<file path="src/rtl/mem_arbiter.sv">
// mem_arbiter: round-robin arbiter sharing one external memory port among
// NUM_CH requesters. One transaction is outstanding at a time; writes are
// posted, reads wait for MEM_data_ready or a bounded timeout.
//
// Handshake: a channel raises I_req with its write/size/addr/data and holds
// them until it sees its O_grant bit (one-cycle pulse, coincident with
// MEM_exec). From the following cycle it drops I_req or presents a new
// request. Requests are only sampled while idle. O_data_valid / O_error are
// one-cycle completion pulses for reads; a write completes with its grant.
module mem_arbiter #(
  parameter int NUM_CH  = 2,
  parameter int ADDR_W  = 16,
  parameter int DATA_W  = 16,
  parameter int TIMEOUT = 255
) (
  input  logic                     I_clk,
  input  logic                     I_reset,
  input  logic [NUM_CH-1:0]        I_req,
  input  logic [NUM_CH-1:0]        I_write,
  input  logic [2*NUM_CH-1:0]      I_size,
  input  logic [ADDR_W*NUM_CH-1:0] I_addr,
  input  logic [DATA_W*NUM_CH-1:0] I_data,
  output logic [NUM_CH-1:0]        O_grant,
  output logic [NUM_CH-1:0]        O_data_valid,
  output logic [NUM_CH-1:0]        O_error,
  output logic [DATA_W-1:0]        O_data,
  input  logic                     MEM_ready,
  input  logic [DATA_W-1:0]        MEM_data_in,
  input  logic                     MEM_data_ready,
  output logic                     MEM_exec,
  output logic                     MEM_write,
  output logic [1:0]               MEM_size,
  output logic [ADDR_W-1:0]        MEM_addr,
  output logic [DATA_W-1:0]        MEM_data_out
);

  localparam int CH_W  = (NUM_CH > 1) ? $clog2(NUM_CH) : 1;
  localparam int CNT_W = (TIMEOUT > 0) ? $clog2(TIMEOUT + 1) : 1;
  localparam logic [CNT_W-1:0] CNT_LAST = CNT_W'((TIMEOUT > 0) ? TIMEOUT - 1 : 0);
  localparam logic [CNT_W-1:0] CNT_MAX  = '1;
  localparam logic [CH_W-1:0]  CH_LAST  = CH_W'(NUM_CH - 1);

  typedef enum logic [1:0] {S_IDLE, S_ISSUE, S_WAIT} state_t;

  state_t            state_q, state_d;
  logic [CH_W-1:0]   rr_q, rr_d;
  logic [CH_W-1:0]   owner_q, owner_d;
  logic [CNT_W-1:0]  cnt_q, cnt_d;

  logic [NUM_CH-1:0] grant_d, valid_d, err_d;
  logic              exec_d, mwrite_d;
  logic [1:0]        msize_d;
  logic [ADDR_W-1:0] maddr_d;
  logic [DATA_W-1:0] mdout_d, odata_d;

  logic [1:0]        size_arr [NUM_CH];
  logic [ADDR_W-1:0] addr_arr [NUM_CH];
  logic [DATA_W-1:0] data_arr [NUM_CH];

  logic              found_hi;
  logic [CH_W-1:0]   idx_hi, idx_any, win_idx;
  logic              win_found;
  logic [NUM_CH-1:0] win_oh, own_oh;

  // Split the flat per-channel buses into indexable arrays.
  always_comb begin
    for (int k = 0; k < NUM_CH; k++) begin
      size_arr[k] = I_size[2*k +: 2];
      addr_arr[k] = I_addr[ADDR_W*k +: ADDR_W];
      data_arr[k] = I_data[DATA_W*k +: DATA_W];
    end
  end

  // Round-robin pick: lowest requester at or above the pointer, else the
  // lowest requester overall (the wrap-around case).
  always_comb begin
    found_hi = 1'b0;
    idx_hi   = '0;
    idx_any  = '0;
    for (int i = NUM_CH - 1; i >= 0; i--) begin
      if (I_req[i]) begin
        idx_any = CH_W'(i);
        if (CH_W'(i) >= rr_q) begin
          idx_hi   = CH_W'(i);
          found_hi = 1'b1;
        end
      end
    end
    win_idx   = found_hi ? idx_hi : idx_any;
    win_found = |I_req;
    win_oh    = NUM_CH'(1) << win_idx;
    own_oh    = NUM_CH'(1) << owner_q;
  end

  // Next-state and next-output logic; every output is registered below.
  always_comb begin
    state_d  = state_q;
    rr_d     = rr_q;
    owner_d  = owner_q;
    cnt_d    = cnt_q;
    grant_d  = '0;
    valid_d  = '0;
    err_d    = '0;
    exec_d   = 1'b0;
    odata_d  = O_data;
    mwrite_d = MEM_write;
    msize_d  = MEM_size;
    maddr_d  = MEM_addr;
    mdout_d  = MEM_data_out;
    case (state_q)
      S_IDLE: begin
        if (MEM_ready && win_found) begin
          owner_d  = win_idx;
          mwrite_d = I_write[win_idx];
          msize_d  = size_arr[win_idx];
          maddr_d  = addr_arr[win_idx];
          mdout_d  = data_arr[win_idx];
          exec_d   = 1'b1;
          grant_d  = win_oh;
          state_d  = S_ISSUE;
        end
      end
      S_ISSUE: begin
        rr_d    = (owner_q == CH_LAST) ? '0 : owner_q + 1'b1;
        cnt_d   = '0;
        state_d = MEM_write ? S_IDLE : S_WAIT;
      end
      S_WAIT: begin
        if (cnt_q != CNT_MAX) cnt_d = cnt_q + 1'b1;
        if (MEM_data_ready) begin
          odata_d = MEM_data_in;
          valid_d = own_oh;
          state_d = S_IDLE;
        end else if (TIMEOUT != 0 && cnt_q == CNT_LAST) begin
          err_d   = own_oh;
          state_d = S_IDLE;
        end
      end
      default: state_d = S_IDLE;
    endcase
  end

  // State and output registers; reset drops any in-flight transaction.
  always_ff @(posedge I_clk or posedge I_reset) begin
    if (I_reset) begin
      state_q      <= S_IDLE;
      rr_q         <= '0;
      owner_q      <= '0;
      cnt_q        <= '0;
      O_grant      <= '0;
      O_data_valid <= '0;
      O_error      <= '0;
      O_data       <= '0;
      MEM_exec     <= 1'b0;
      MEM_write    <= 1'b0;
      MEM_size     <= '0;
      MEM_addr     <= '0;
      MEM_data_out <= '0;
    end else begin
      state_q      <= state_d;
      rr_q         <= rr_d;
      owner_q      <= owner_d;
      cnt_q        <= cnt_d;
      O_grant      <= grant_d;
      O_data_valid <= valid_d;
      O_error      <= err_d;
      O_data       <= odata_d;
      MEM_exec     <= exec_d;
      MEM_write    <= mwrite_d;
      MEM_size     <= msize_d;
      MEM_addr     <= maddr_d;
      MEM_data_out <= mdout_d;
    end
  end

endmodule
</file>
<file path="config.mk">
export PLATFORM = sky130hd
export DESIGN_NAME = mem_arbiter
export DESIGN_NICKNAME = d
export VERILOG_FILES = /design/src/rtl/mem_arbiter.sv
export SDC_FILE = /design/constraint.sdc
export NUM_CORES = 1
export LEC_CHECK = 0
export ABC_AREA = 1
export CAP_MARGIN = 20
export CORE_AREA = 2 2 89 126
export DETAILED_ROUTE_END_ITERATION = 10
export DIE_AREA = 0 0 91 128
export SLEW_MARGIN = 20
export SYNTH_ARGS = -nofsm -noshare
export SYNTH_HDL_FRONTEND = slang
export SYNTH_SLANG_ARGS = --single-unit
</file>
<file path="constraint.sdc">
create_clock -name I_clk -period 2.8 [get_ports I_clk]
set_input_delay 0.7 -clock I_clk [delete_from_list [all_inputs] [get_ports I_clk]]
set_output_delay 0.7 -clock I_clk [all_outputs]
set_load 0.005 [all_outputs]
</file>
==> flow_summary.ini, run 1 <==
[sta]
worst_pin_slew_ns = 0.510
fin_crit_ns = 1.95
slew_headroom = 0.660
setup_violations = 0
drv_slew = 0
rsz0062_at_grt = no
hold_viol_final = 0
finalCritPeriodShare = 0.697
finClkSkew_ns = 0.00604
fmax_mhz = 512
fin_tns_setup_ns = 0
whs_ns = 0.455
finalWorstSetupSlack_ns = 0.847

[hold_path]
hold_depth = 1
hold_path_class = reg -> reg

[grt]
grt_pass1_wl_mm = 13.8
antenna_found_initial = 0
grt_util_met2 = 0.276
grt_busiest_layer = met2
grt_max_degree = 42
grtUsageMet3 = 0.0412
grtUsageTotal = 0.149
grt_use_met1 = 0.161
grt_pass1_vias = 2901
overflow = 0

[cells_and_area]
drive_gt1_frac = 0.0918
syn2layout_area_growth_pct = 64.8
num_antenna_cells = 0
fin_nets = 579
nFillCells = 1043
utilization = 0.467

[synthesis]
synth_cells = 329
ys_ff_latch = 70
synth_top_area_frac = 0.584
seq_area_frac_synth = 0.584
syn_avg_cell_area_um2 = 9.12
synth_area_leader_cell = dfrtp_1
synth.distinct_cells = 20
syn_area_mm2 = 0.00300
synth_nets = 423
synthTopCellsByArea = dfrtp_1, nand2_1, nand3_1, mux2_2, inv_1
synth_warnings = 0

[pwr]
peakVddDrop_uv = 480
power_mw = 4.44
leakage_nw = 2.20
powerDensity_mw_per_mm2 = 897

[clock_network]
cts-resized-gates = 0
cts_buffers = 9
post-cts-setup-buffer-count = 0
holdBufCountCts = 0
clk_path_buf_depth = 2
root_buffer = clkbuf_16
clkSinkCount = 70
ctsHtreeMaxLevel = 3
clkTransAtPathRegs_ns = 0.06
clk_latency_ns = 0.33
cts_tree = done

[place]
pre_cts_ws_ns = 0.488
portBuffers = 149
dp_hpwl_mm = 6.46
globalplace.congestion = 0.756

[floorplan]
num_rows = 45
core_mm2 = 0.0106
ioPinCount = 150
chipWidth_um = 91
start_util = 0.283
die_y_um = 128
die_area_mm2 = 0.0116

[worst_setup_path]
critPathCaptureType = register
cp_cell_sequence = clkdlybuf4s50_1 > nor2_1 > nor2_1 > nand2_2 > nor2_4 > buf_4 > nand2_1 > nand3_1
endpoint = MEM_addr[12]
reg2regPathDepth = 7
startpoint = I_req[1]
startpoint_type = primary input
crit_path_frequent_cell = nor2_1
cpMaxStageDelayCell = clkdlybuf4s50_1
r2r_setup_slack_ns = 1.25
r2r-end = cnt_q[4]
slowest_delay_ns = 0.55
cp_max_fo = 36
r2r-start = cnt_q[1]
worstPathRequired_ns = 3.06
worst-setup-path-type = in -> reg
critPathArrivalTime_ns = 2.21

[drt]
wl_mm = 8.49
antenna_left = 0
dr.first_iter.drc_count = 126
vias = 2769
avgViaCountPerCell = 4.39
drtPass1Iterations = 4
remaining_drc_errors = 0
wl_per_cell_um = 13.5

[status]
outcome = complete, no violations

[flow_run]
maxCapViolations = 0
==> state kept, by name, summed over array words and instances, names as in the netlist, 2 cells and up <==
signal and cells:
O_grant 2, MEM_data_out 16, MEM_addr 16, O_data 16
state_q 2, MEM_size 2, O_data_valid 2, O_error 2
cnt_q 8
==> through the flow <==
| stage | std cells | area [µm²] |
|---|---|---|
| final | 631 | 4940 |
| after global routing | 631 | 4940 |
| after CTS | 631 | 4940 |
| after detailed placement | 615 | 4650 |
| after global placement | 615 | 4650 |
| after floorplan | 329 | 3000 |
==> cell usage after synthesis <==
| cell | count |
|---|---|
| buf_2 | 6 |
| o21ai_0 | 11 |
| xor2_1 | 1 |
| buf_4 | 1 |
| a21oi_4 | 1 |
| nand2_1 | 134 |
| buf_6 | 3 |
| inv_1 | 19 |
| nor2_4 | 1 |
| nor3_1 | 2 |
| nand2_2 | 2 |
| mux2_2 | 16 |
| nor2_1 | 12 |
| nand4_1 | 1 |
| ha_1 | 2 |
| a21oi_1 | 2 |
| dfrtp_1 | 70 |
| inv_2 | 1 |
| clkbuf_1 | 1 |
| nand3_1 | 43 |
==> layer usage <==
metal	routed length (µm)	vias to the layer above
met3	490	11
met2	4600	92
li1	-	1357
met1	3260	1309
met4	143	0
met5	0	-
==> report_power, final <==
group	internal [mW]	leakage (nW)	total, mW	switching, mW
logic	1.02	1.17	1.66	0.636
registers	1.42	0.881	1.65	0.232
clock network	0.691	0.146	1.12	0.434
==> cell usage in the layout, fill, tap and decap left out, drive strengths merged <==
master	Yosys	layout
clkdlybuf4s50	0	149
nand2	136	136
dfrtp	70	70
nand3	43	43
inv	20	21
mux2	16	16
nor2	13	13
o21ai	11	11
clkbuf	1	9
buf	10	7
clkinv	0	4
a21oi	3	3
nor3	2	2
ha	2	2
xor2	1	1
nand4	1	1
bufinv	0	1
clkinvlp	0	1
==> cells by family after synthesis <==
group           after synthesis  synth area share
simple gates                195             0.268
flops                        70             0.584
buf+inv                      31            0.0500
mux                          16            0.0600
compound gates               14            0.0271
fa+ha+maj                     2           0.00834
xor+xnor                      1           0.00292
==> how the worst min path moves through the flow <==
stage / end / startpoint
final: O_data_valid[0] / owner_q
after CTS: O_data_valid[0] / owner_q
after global routing: O_data_valid[0] / owner_q
after detailed placement: O_data_valid[0] / owner_q
after global placement: O_data_valid[0] / owner_q
after floorplan: O_data_valid[0] / owner_q
==> area by class of cell <==
cell class,instances,area (µm²),share of cell area
clock inverter,7,73.8,0.0149
multi-input combinational,228,1100,0.222
tap,141,176,0.0357
inverter,20,75.1,0.0152
timing repair buffer,156,1540,0.312
sequential,70,1750,0.354
clock buffer,9,225,0.0455
==> worst max-delay path: cells and delay by family <==
family,cells,cell delay [ns]
buf+inv,2,0.92
simple gates,6,0.59
No activity file was read; power rests on OpenSTA's default activity.
==> inputs of run 2 (changes only) <==
==> constraint.sdc (replaced) <==
create_clock -name I_clk -period 1.9 [get_ports I_clk]
set_input_delay 0.475 -clock I_clk [delete_from_list [all_inputs] [get_ports I_clk]]
set_output_delay 0.475 -clock I_clk [all_outputs]
set_load 0.005 [all_outputs]
==> run 2 against run 1 <==
Against the previous run: first-iteration DRC count decreased by 11%; flip-flop and latch count unchanged; wire length fell by 1.2%; count of clock-buffer cells in the layout grew 2.
==> flow_summary.ini, run 2 (same netlist as run 1, synthesis figures left out) <==
[flow_run]
maxCapViolations = 0

[floorplan]
start_util = 0.283
die_y_um = 128
core_mm2 = 0.0106
num_rows = 45
ioPinCount = 150
chipWidth_um = 91
die_area_mm2 = 0.0116

[sta]
setup_violations = 0
finClkSkew_ns = 0.00460
fmax_mhz = 590
slew_headroom = 0.718
rsz0062_at_grt = no
worst_pin_slew_ns = 0.421
fin_crit_ns = 1.70
finalCritPeriodShare = 0.892
drv_slew = 0
hold_viol_final = 0

[worst_setup_path]
startpoint_type = register
r2r_setup_slack_ns = 0.32
critPathArrivalTime_ns = 1.22
r2r-end = cnt_q[7]
r2r-start = cnt_q[1]
path_depth = 1
cp.buffers_inverters = 1
cpMaxStageDelayCell = clkdlybuf4s50_1
slowest_delay_ns = 0.53
worst-setup-path-type = reg -> out
startpoint = MEM_write
cp_max_fo = 3
cp_top_family = buffers and inverters
reg2regPathDepth = 6
cp_cell_sequence = clkdlybuf4s50_1
worstPathRequired_ns = 1.42
critPathCaptureType = output port
endpoint = MEM_write

[pwr]
power_frac_comb = 0.377
swShare = 0.289
power_mw = 6.59
seq_power_share = 0.370
powerDensity_mw_per_mm2 = 1310
leakage_nw = 2.22
power_frac_clock = 0.253
p_sw_mw = 1.90
p_int_mw = 4.68
peakVddDrop_uv = 557

[clock_network]
ctsHtreeMaxLevel = 3
clk_latency_ns = 0.33
cts_buffers = 9
cts-resized-gates = 0
root_buffer = clkbuf_16
clkSinkCount = 70
clk_path_buf_depth = 2
cts_tree = done
holdBufCountCts = 0
clkTransAtPathRegs_ns = 0.05
post-cts-setup-buffer-count = 0

[cells_and_area]
final_cell_mix = clkdlybuf4s50_1, nand2_1, dfrtp_1, nand3_1, inv_1
instances_no_fill = 634
syn2layout_area_growth_pct = 67.4
nFillCells = 1061
num_antenna_cells = 0
reg_top3 = MEM_addr x16, MEM_data_out x16, O_data x16
drive_gt1_frac = 0.0953
finalInstanceArea_mm2 = 0.00502
mostFrequentLayoutCell = clkdlybuf4s50_1
fin_nets = 582
utilization = 0.475

[drt]
avgViaCountPerCell = 4.31
vias = 2733
wl_per_cell_um = 13.2
antenna_left = 0
drtPass1Iterations = 4
remaining_drc_errors = 0
dr.first_iter.drc_count = 112
wl_mm = 8.39

[grt]
antenna_found_initial = 0
overflow = 0
grt_pass1_wl_mm = 13.6
grt_pass1_vias = 2926
grt_max_degree = 28
grtUsageTotal = 0.148

[hold_path]
hold_path_class = reg -> reg

[place]
globalplace.congestion = 0.802
post-place-cells = 618
placed_area_mm2 = 0.00472
dp_hpwl_mm = 6.50
portBuffers = 149

[status]
outcome = complete, no violations
## run 2: metrics by stage
step	setup slack, ns	hold WS [ns]	TNS (ns)
after global placement	0.0141	0.448	0
after detailed placement	-0.00702	0.443	-0.0132
after CTS	0.183	0.452	0
after global routing	0.139	0.481	0
after floorplan	0.569	0.427	0
final	0.204	0.456	0
## run 2: layout make-up
| cell class | count | area [µm²] | share of cell area |
|---|---|---|---|
| Clock inverter | 5 | 58.8 | 0.0117 |
| Timing Repair Buffer | 159 | 1620 | 0.322 |
| Sequential cell | 70 | 1750 | 0.349 |
| Multi-Input combinational cell | 228 | 1100 | 0.219 |
| Clock buffer | 11 | 243 | 0.0483 |
| Tap cell | 141 | 176 | 0.0351 |
| Inverter | 20 | 78.8 | 0.0157 |
## run 2: power by group through the flow
stage	logic [mW]	registers, mW	clock network [mW]
2_1_floorplan	0.904	2.46	0
3_3_place_gp	2.49	2.44	0
3_5_place_dp	2.54	2.45	0
4_1_cts	2.54	2.44	1.71
5_1_grt	2.74	2.53	1.76
6_report	2.48	2.44	1.67
## run 2: worst min path at each step
stage	from	endpoint	slack (ns)	cells after the start
5_1_grt	owner_q	O_data_valid[0]	0.48	1
6_report	owner_q	O_data_valid[0]	0.46	1
4_1_cts	owner_q	O_data_valid[0]	0.45	1
2_1_floorplan	owner_q	O_data_valid[0]	0.43	1
3_5_place_dp	owner_q	O_data_valid[0]	0.44	1
3_3_place_gp	owner_q	O_data_valid[0]	0.45	1
## run 2: per-layer routing
layer  global-route usage  part of all wire
met1                0.157              0.38
met2                0.273              0.54
met3               0.0417             0.062
met4               0.0615             0.019
met5                    0                 0
==> inputs of run 3 (changes only) <==
--- a/config.mk
+++ b/config.mk
@@ -6,6 +6,7 @@
 export NUM_CORES = 1
 export LEC_CHECK = 0
 export ABC_AREA = 1
+export ABC_CLOCK_PERIOD_IN_PS = 1900
 export CAP_MARGIN = 20
 export CORE_AREA = 2 2 89 126
 export DETAILED_ROUTE_END_ITERATION = 10
==> results of run 3 <==
Final layout, timing and power as in run 2 (identical DEF).
